[config.mk]
export PLATFORM = sky130hd
export DESIGN_NAME = param_sync_fifo_flat
export DESIGN_NICKNAME = d
export VERILOG_FILES = /design/src/rtl/param_sync_fifo_pkg.sv /design/src/rtl/param_sync_fifo_if.sv /design/src/rtl/param_sync_fifo_mem.sv /design/src/rtl/param_sync_fifo.sv /design/src/flat_wrapper.sv
export SDC_FILE = /design/constraint.sdc
export NUM_CORES = 2
export LEC_CHECK = 0
export CAP_MARGIN = 20
export CORE_ASPECT_RATIO = 1.25
export CORE_UTILIZATION = 35
export DETAILED_ROUTE_END_ITERATION = 7
export PLACE_DENSITY = 0.53
export SLEW_MARGIN = 20
export SYNTH_ARGS = -nofsm -noshare
export SYNTH_HDL_FRONTEND = slang
export SYNTH_SLANG_ARGS = --single-unit
[constraint.sdc]
create_clock -name clk -period 18.5 [get_ports clk]
set_input_delay 4.625 -clock clk [delete_from_list [all_inputs] [get_ports clk]]
set_output_delay 4.625 -clock clk [all_outputs]
set_load 0.05 [all_outputs]
[src/rtl/param_sync_fifo_pkg.sv]
`default_nettype none
// ============================================================================
// Package : fifo_pkg
// Shared defaults and sizing helper for the param_sync_fifo slice.
// Rev     : 1.0  initial release
// ============================================================================
package fifo_pkg;

    localparam int DEF_DATA_W = 128;
    localparam int DEF_DEPTH  = 16;

    // One extra bit so that a completely full FIFO (count == depth) fits.
    function automatic int cnt_w(input int depth);
        return $clog2(depth) + 1;
    endfunction

endpackage : fifo_pkg
`default_nettype wire

[src/rtl/param_sync_fifo_if.sv]
`default_nettype none
// ============================================================================
// Interface : f_interface
// FIFO handshake bundle; error flags exist only with PARAM_SYNC_FIFO_ERR_EN.
// Rev       : 1.0  initial release
// ============================================================================
interface f_interface
    import fifo_pkg::*;
#(
    parameter int DATA_W = DEF_DATA_W,
    parameter int CNT_W  = cnt_w(DEF_DEPTH)
);
    logic              i_wren;
    logic              i_rden;
    logic [DATA_W-1:0] i_wrdata;
    logic [DATA_W-1:0] o_rddata;
    logic              o_full;
    logic              o_empty;
    logic              o_alm_full;
    logic              o_alm_empty;
    logic [CNT_W-1:0]  o_count;
`ifdef PARAM_SYNC_FIFO_ERR_EN
    logic              o_overflow;
    logic              o_underflow;

    modport master (
        output i_wren, i_rden, i_wrdata,
        input  o_rddata, o_full, o_empty, o_alm_full, o_alm_empty, o_count,
        input  o_overflow, o_underflow
    );
    modport slave (
        input  i_wren, i_rden, i_wrdata,
        output o_rddata, o_full, o_empty, o_alm_full, o_alm_empty, o_count,
        output o_overflow, o_underflow
    );
`else
    modport master (
        output i_wren, i_rden, i_wrdata,
        input  o_rddata, o_full, o_empty, o_alm_full, o_alm_empty, o_count
    );
    modport slave (
        input  i_wren, i_rden, i_wrdata,
        output o_rddata, o_full, o_empty, o_alm_full, o_alm_empty, o_count
    );
`endif

endinterface : f_interface
`default_nettype wire

[src/rtl/param_sync_fifo_mem.sv]
`default_nettype none
// ============================================================================
// Module : fifo_mem
// Simple dual-port array: synchronous write, registered read with enable.
// Rev    : 1.0  initial release
// ============================================================================
module fifo_mem #(
    parameter int DATA_W = 128,
    parameter int DEPTH  = 16,
    parameter int ADDR_W = $clog2(DEPTH)
) (
    input  wire logic              clk,
    input  wire logic              rst,
    input  wire logic              i_we,
    input  wire logic [ADDR_W-1:0] i_waddr,
    input  wire logic [DATA_W-1:0] i_wdata,
    input  wire logic              i_re,
    input  wire logic [ADDR_W-1:0] i_raddr,
    output logic      [DATA_W-1:0] o_rdata
);

    logic [DATA_W-1:0] mem_q [DEPTH];
    logic [DATA_W-1:0] rdata_q;

    // Storage array is deliberately not reset; only the output register is.
    always_ff @(posedge clk) begin
        if (i_we) begin
            mem_q[i_waddr] <= i_wdata;
        end
    end

    always_ff @(posedge clk) begin
        if (rst) begin
            rdata_q <= '0;
        end else if (i_re) begin
            rdata_q <= mem_q[i_raddr];
        end
    end

    assign o_rdata = rdata_q;

endmodule : fifo_mem
`default_nettype wire

[src/rtl/param_sync_fifo.sv]
`default_nettype none
// ============================================================================
// Module : param_sync_fifo
// Parametrised single-clock FIFO with registered flags and occupancy count.
// Optional sticky overflow/underflow flags: define PARAM_SYNC_FIFO_ERR_EN.
// Rev    : 1.0  initial release
// ============================================================================
module param_sync_fifo
    import fifo_pkg::*;
#(
    parameter int DATA_W    = DEF_DATA_W,
    parameter int DEPTH     = DEF_DEPTH,
    parameter int AF_THRESH = DEPTH - 2,
    parameter int AE_THRESH = 2
) (
    input wire logic  clk,
    input wire logic  rst,
    f_interface.slave bus
);

    localparam int c_ADDR_W = $clog2(DEPTH);
    localparam int c_CNT_W  = cnt_w(DEPTH);

    logic [c_ADDR_W-1:0] wr_ptr_q, wr_ptr_d;
    logic [c_ADDR_W-1:0] rd_ptr_q, rd_ptr_d;
    logic [c_CNT_W-1:0]  count_q, count_d;
    logic                full_q, empty_q, alm_full_q, alm_empty_q;
    logic                w_wr_acc, w_rd_acc;

    // Acceptance looks only at the registered flags: no same-cycle bypass.
    assign w_wr_acc = bus.i_wren & ~full_q;
    assign w_rd_acc = bus.i_rden & ~empty_q;

    always_comb begin
        wr_ptr_d = wr_ptr_q;
        rd_ptr_d = rd_ptr_q;
        count_d  = count_q;
        if (w_wr_acc) begin
            wr_ptr_d = wr_ptr_q + 1'b1;
        end
        if (w_rd_acc) begin
            rd_ptr_d = rd_ptr_q + 1'b1;
        end
        count_d = count_q + {{(c_CNT_W-1){1'b0}}, w_wr_acc}
                          - {{(c_CNT_W-1){1'b0}}, w_rd_acc};
    end

    always_ff @(posedge clk) begin
        if (rst) begin
            wr_ptr_q    <= '0;
            rd_ptr_q    <= '0;
            count_q     <= '0;
            full_q      <= 1'b0;
            empty_q     <= 1'b1;
            alm_full_q  <= 1'b0;
            alm_empty_q <= 1'b1;
        end else begin
            wr_ptr_q    <= wr_ptr_d;
            rd_ptr_q    <= rd_ptr_d;
            count_q     <= count_d;
            full_q      <= (count_d == c_CNT_W'(DEPTH));
            empty_q     <= (count_d == '0);
            alm_full_q  <= (count_d >= c_CNT_W'(AF_THRESH));
            alm_empty_q <= (count_d <= c_CNT_W'(AE_THRESH));
        end
    end

    fifo_mem #(
        .DATA_W (DATA_W),
        .DEPTH  (DEPTH),
        .ADDR_W (c_ADDR_W)
    ) u_mem (
        .clk     (clk),
        .rst     (rst),
        .i_we    (w_wr_acc),
        .i_waddr (wr_ptr_q),
        .i_wdata (bus.i_wrdata),
        .i_re    (w_rd_acc),
        .i_raddr (rd_ptr_q),
        .o_rdata (bus.o_rddata)
    );

    assign bus.o_full      = full_q;
    assign bus.o_empty     = empty_q;
    assign bus.o_alm_full  = alm_full_q;
    assign bus.o_alm_empty = alm_empty_q;
    assign bus.o_count     = count_q;

`ifdef PARAM_SYNC_FIFO_ERR_EN
    logic ovf_q, ovf_d;
    logic unf_q, unf_d;

    // A read against an empty FIFO is flagged even if a write lands that cycle.
    always_comb begin
        ovf_d = ovf_q | (bus.i_wren & full_q);
        unf_d = unf_q | (bus.i_rden & empty_q);
    end

    always_ff @(posedge clk) begin
        if (rst) begin
            ovf_q <= 1'b0;
            unf_q <= 1'b0;
        end else begin
            ovf_q <= ovf_d;
            unf_q <= unf_d;
        end
    end

    assign bus.o_overflow  = ovf_q;
    assign bus.o_underflow = unf_q;
`endif

endmodule : param_sync_fifo
`default_nettype wire
[src/flat_wrapper.sv]
// flat-port wrapper written by rule: the top's interface ports become plain ports
module param_sync_fifo_flat import fifo_pkg::*;
#(
    parameter int DATA_W    = DEF_DATA_W,
    parameter int DEPTH     = DEF_DEPTH,
    parameter int AF_THRESH = DEPTH - 2,
    parameter int AE_THRESH = 2
)
  (clk, rst, bus_i_wren, bus_i_rden, bus_i_wrdata, bus_o_rddata, bus_o_full, bus_o_empty, bus_o_alm_full, bus_o_alm_empty, bus_o_count);
  f_interface #(.DATA_W(DATA_W)) bus_i ();
  input wire logic clk;
  input wire logic rst;
  input wire logic [$bits(bus_i.i_wren)-1:0] bus_i_wren;
  input wire logic [$bits(bus_i.i_rden)-1:0] bus_i_rden;
  input wire logic [$bits(bus_i.i_wrdata)-1:0] bus_i_wrdata;
  output wire logic [$bits(bus_i.o_rddata)-1:0] bus_o_rddata;
  output wire logic [$bits(bus_i.o_full)-1:0] bus_o_full;
  output wire logic [$bits(bus_i.o_empty)-1:0] bus_o_empty;
  output wire logic [$bits(bus_i.o_alm_full)-1:0] bus_o_alm_full;
  output wire logic [$bits(bus_i.o_alm_empty)-1:0] bus_o_alm_empty;
  output wire logic [$bits(bus_i.o_count)-1:0] bus_o_count;
  assign bus_i.i_wren = bus_i_wren;
  assign bus_i.i_rden = bus_i_rden;
  assign bus_i.i_wrdata = bus_i_wrdata;
  assign bus_o_rddata = bus_i.o_rddata;
  assign bus_o_full = bus_i.o_full;
  assign bus_o_empty = bus_i.o_empty;
  assign bus_o_alm_full = bus_i.o_alm_full;
  assign bus_o_alm_empty = bus_i.o_alm_empty;
  assign bus_o_count = bus_i.o_count;
  param_sync_fifo #(.DATA_W(DATA_W), .DEPTH(DEPTH), .AF_THRESH(AF_THRESH), .AE_THRESH(AE_THRESH)) u_core (.clk(clk), .rst(rst), .bus(bus_i));
endmodule
# Word-level counts from Yosys, hierarchy flattened
# Memories as Yosys holds them, arrays and structs flattened. A register that Yosys moved wholly into a read port is not among the register bits.
# Cells that the tools add are included.
[totals]
output_inout_bits = 137
mem_bits_ro = 0
latch_bits = 0
elab_cells = 22
inputBits = 132
ram_bits = 2048
n_memories = 1
ff_bits = 17
[memory_table]
columns = ["memory", "words", "word_bits", "rd", "rd_ports_with_merged_regs", "wr", "line", "source"]
rows = [
  ["u_core.u_mem.mem_q", 16, 128, 1, 1, 1, "param_sync_fifo_mem.sv:22", "logic [DATA_W-1:0] mem_q [DEPTH];"],
]
[classes]
mux = 2
addsub = 4
n_div = 0
n_eq_ne = 1
shift = 0
reduce_logical = 1
n_bitwise = 4
magnitude_cmp = 2
multipliers = 0
[ops]
columns = ["operator", "count"]
rows = [
  ["$add 4x1->4 const B", 2],
  ["$add 5x1->5", 1],
  ["$eq 5x5->1 const B", 1],
  ["$ge 5x4->1 const B", 1],
  ["$le 5x2->1 const B", 1],
  ["$logic_not 5->1", 1],
  ["$sub 5x1->5", 1],
  ["$and 1x1->1", 2],
  ["$mux 1", 2],
  ["$not 1->1", 2],
]

# Depth between registers and ports, before layout
[depth]
word_depth = 5
depth_mapped = 11

# Modules after synthesis
# Synthesis repeated with hierarchy kept, for this count alone.
[hier_totals]
hier_cells = 4420
area_unflattened_um2 = 83587.7
[modules_own_cells]
columns = ["module", "seq_area_each_um2", "area_each_um2", "instances", "cells_each"]
rows = [
  ["fifo_mem", 64061.4, 82805.7, 1, 4338],
  ["param_sync_fifo", 340.3, 782.0, 1, 82],
]

# Worst setup path before layout
# No wires, ideal clock.
[synth_path]
path_type = "input to register"
startpoint = "in bus_i_wren"
endpoint = "mem u_core.u_mem.mem_q[3][0] (enable)"
slack_ns = 3.888
cell_stages = 4
t_required_ns = 17.728
path_buffers = 1
arrival_time_ns = 13.840
setup_time_ns = 0.772
cell_sequence = "nor2b_1 -> clkbuf_1 -> nand2_1 -> nor3_1"
[synth_between]
elab_chain_len = 3
[synth_rtl]
columns = ["element", "line", "source"]
rows = [
  ["from (decl)", "flat_wrapper.sv:13", "input wire logic [$bits(bus_i.i_wren)-1:0] bus_i_wren;"],
  ["$and 1x1->1", "param_sync_fifo.sv:31", "assign w_wr_acc = bus.i_wren & ~full_q;"],
  ["via u_core.u_mem.i_we", "param_sync_fifo_mem.sv:14", "input wire logic i_we,"],
  ["$mux 1", "param_sync_fifo_mem.sv:27", "if (i_we) begin"],
  ["$mux 1 (implied by the code)", "param_sync_fifo_mem.sv:28", "mem_q[i_waddr] <= i_wdata;"],
  ["to (decl)", "param_sync_fifo_mem.sv:22", ""],
]
# The timed path passes the listed nets, and every way through them passes these cells.

# Final worst setup path
[layout_path]
startpoint = "in bus_i_wren"
endpoint = "mem u_core.u_mem.mem_q[13][102] (enable)"
[layout_between]
elab_chain_len = 3
[layout_rtl]
columns = ["element", "line"]
rows = [
  ["$and 1x1->1", "param_sync_fifo.sv:31"],
  ["$mux 1", "param_sync_fifo_mem.sv:27"],
  ["$mux 1 (implied by the code)", "param_sync_fifo_mem.sv:28"],
]
# No other way between the ends.

==> results.cfg <==
[status]
status = finished, final reports clean

[clock_network]
cts-resized-gates = 0
hold_buffers = 0
clk_latency_ns = 0.88
post-cts-setup-buffers = 0
root_buffer = clkbuf_16
htreeDepth = 4
cts_tree = built
cts.path.max_buffers = 4
cts_inserted_buffers = 218
clk_pin_slew_ns = 0.06
cts_sinks = 2193

[synthesis]
syn_nets = 3832
yosysSeqAreaShare = 0.782
async_reset_ff_frac = 0
dominantRegCellSynth = edfxtp_1
syn_avg_cell_area_um2 = 22.3
synth_cells = 3689
ys_seq_elements = 2193
synth_edf_count = 2048
synthesis.yosys.warnings = 0
yosysUniqueCellTypes = 49
syn_area_um2 = 82400

[floorplanning]
coreArea_um2 = 233000
die_width_um = 436
fp.dieH_um = 544
num_io_pins = 269
start_util = 0.353
row_count = 198
die_area_um2 = 237000

[timing]
setup_viol = 0
slew_headroom = 0.224
rsz0062_at_grt = no
worst_pin_slew_ns = 1.16
fin_crit_sh = 0.452
layout_min_cycle_time_ns = 8.37
layout_setup_ws_ns = 10.13
hold_viol = 0
skew_ns = 0.0718
max_clock_freq_ghz = 0.120
slew_violations = 0
setup_tns_ns = 0

[detailed_routing]
drcViolationCount = 0
vias = 37715
drtAntennaViolNets = 0
avgViaCountPerCell = 5.14
post_drt_wl_per_cell_um = 27.1
drt_pre_antenna_iters = 5
first_iter_violations = 2424
wl_mm = 199

[layout]
syn2layout_area_growth_pct = 15.8
drive_gt1_frac = 0.199
layoutNonFillerInstCount = 7336
fin_nets = 4193
fillers = 20498

[hold_path]
min_path_type = reg -> reg
hold_depth = 2
worstHoldStart = u_core.u_mem.o_rdata[99]

[critical_path]
start_kind = primary input
setup.worst_path.start = bus_i_wren
reg2reg_from = u_core.rd_ptr_q[0]
reg2reg_depth = 6
cp_max_fo = 46
cp-end-kind = flop
required_ns = 18.95
crit_arrival_ns = 8.82
critical_path_class = in -> reg

[global_route]
gr-total-overflow = 0
track_usage = 0.166
antenna_found_initial = 35
grt_pass1_vias = 40243
grt_first_pass_wirelength_mm = 287
grt_max_degree = 126

[placed_design]
placed_cells = 6930
pre_cts_slack_ns = 9.18
dp_hpwl_mm = 110
io_buffers = 268
gp_congestion = 0.718

[power]
ir_worst_vdd_v = 0.0000803
leakage_nw = 29.3
power_density_nw_per_um2 = 120

[job]
max_cap_viol_count = 0
path summary, 6_finish.rpt:
| check | to | slack [ns] |
|---|---|---|
| worst min register to register | u_core.u_mem.o_rdata[99] | 0.47 |
| worst max register to register | u_core.u_mem.o_rdata[99] | 13.86 |
| worst max-delay path | u_core.u_mem.mem_q[13][102] | 10.13 |
| worst min-delay path | u_core.u_mem.o_rdata[99] | 0.47 |
synthesized netlist by cell type, drive strengths merged, types with 2 or more instances:
| cell | instances | area (µm²) |
|---|---|---|
| edfxtp | 2048 | 61500 |
| mux4 | 446 | 10300 |
| mux2i | 182 | 1820 |
| buf | 148 | 1140 |
| dfxtp | 145 | 2900 |
| nand2 | 96 | 377 |
| nor2 | 86 | 340 |
| a22oi | 78 | 586 |
| o211ai | 78 | 586 |
| mux2 | 60 | 676 |
| clkbuf | 54 | 240 |
| a21oi | 43 | 215 |
| a211oi | 36 | 270 |
| nor2b | 36 | 225 |
| a221o | 33 | 330 |
| o22ai | 30 | 188 |
| o21ai | 17 | 85.1 |
| a221oi | 16 | 140 |
| inv | 11 | 41.3 |
| ha | 10 | 125 |
| xnor2 | 7 | 61.3 |
| nand2b | 5 | 31.3 |
| nor3 | 4 | 20.0 |
| and2 | 3 | 18.8 |
| xor2 | 3 | 26.3 |
| a21o | 2 | 15.0 |
| or3 | 2 | 12.5 |
registers in the layout (all words and copies together), names as in the netlist:
name and cells:
u_core.bus.o_count 5, u_core.bus.o_empty 1, u_core.bus.o_alm_full 1, u_core.u_mem.o_rdata 128
u_core.u_mem.mem_q 2048, u_core.bus.o_full 1, u_core.rd_ptr_q 4, u_core.wr_ptr_q 4
u_core.bus.o_alm_empty 1
critical path, cell delays in order:
cell and delay, ns:
clkdlybuf4s50_1 0.45, nor2b_1 0.69, nand2_1 0.40, nor2_4 0.38, buf_4 0.76, buf_4 0.80
buf_4 0.59
area by class of cell:
type,count,area (µm²),share of cell area
Sequential cell,2193,64400,0.675
Multi-Input combinational cell,1283,16700,0.175
Clock buffer,286,5940,0.0623
Tap cell,3100,3880,0.0407
Timing Repair Buffer,343,3400,0.0356
Clock inverter,111,975,0.0102
Inverter,11,46.3,0.000485
Antenna cell,9,22.5,0.000236
logic make-up after synthesis:
| logic type | synth area share |
|---|---|
| buf+inv | 0.0173 |
| mux | 0.155 |
| simple gates | 0.0129 |
| fa+ha+maj | 0.00176 |
| xor+xnor | 0.00106 |
| flops | 0.782 |
| compound gates | 0.0297 |
stage by stage:
step,hold WS [ns],area (µm²),power [mW],utilization
floorplan,0.529,82400,6.79,-
global placement,0.471,88400,7.24,0.379
detailed placement,0.467,88400,7.25,0.379
CTS,0.483,95300,11.6,0.409
global route,0.507,95400,11.8,0.409
finish,0.474,95400,11.4,0.409
layer usage:
layer | vias up | wire (µm) | GRT usage
met5 | - | 129 | 0
met3 | 342 | 8070 | 0.0255
met2 | 806 | 104000 | 0.295
met4 | 22 | 5540 | 0.0503
met1 | 20269 | 81600 | 0.207
li1 | 16276 | - | -
placed cells by master, fill, tap and decap left out, types with 3 or more instances in the layout:
master	n
clkbuf_16	219
diode_2	9
clkdlybuf4s50_1	268
a211oi_1	36
mux2_1	3
bufinv_16	15
clkinvlp_4	3
mux2i_1	182
a221oi_1	16
and2_1	3
clkinv_2	35
edfxtp_1	2048
xor2_1	3
a22oi_1	78
nor3_2	4
clkinv_1	47
buf_12	9
clkbuf_1	46
a21oi_1	43
dfxtp_4	3
mux2_2	57
clkbuf_8	21
o211ai_1	78
dfxtp_1	142
mux4_2	376
o22ai_1	30
nand2b_1	5
xnor2_1	7
nor2b_1	36
o21ai_0	17
buf_4	64
nor2_1	70
mux4_1	70
a221o_1	33
inv_1	10
nand2_1	95
inv_6	6
ha_1	10
nor2_4	16
where the power goes:
group	total [mW]	internal, mW	switching [mW]
clock	4.31	2.46	1.85
combinational	1.36	0.549	0.810
sequential	5.74	5.63	0.115
No activity file was read; power rests on OpenSTA's default activity.
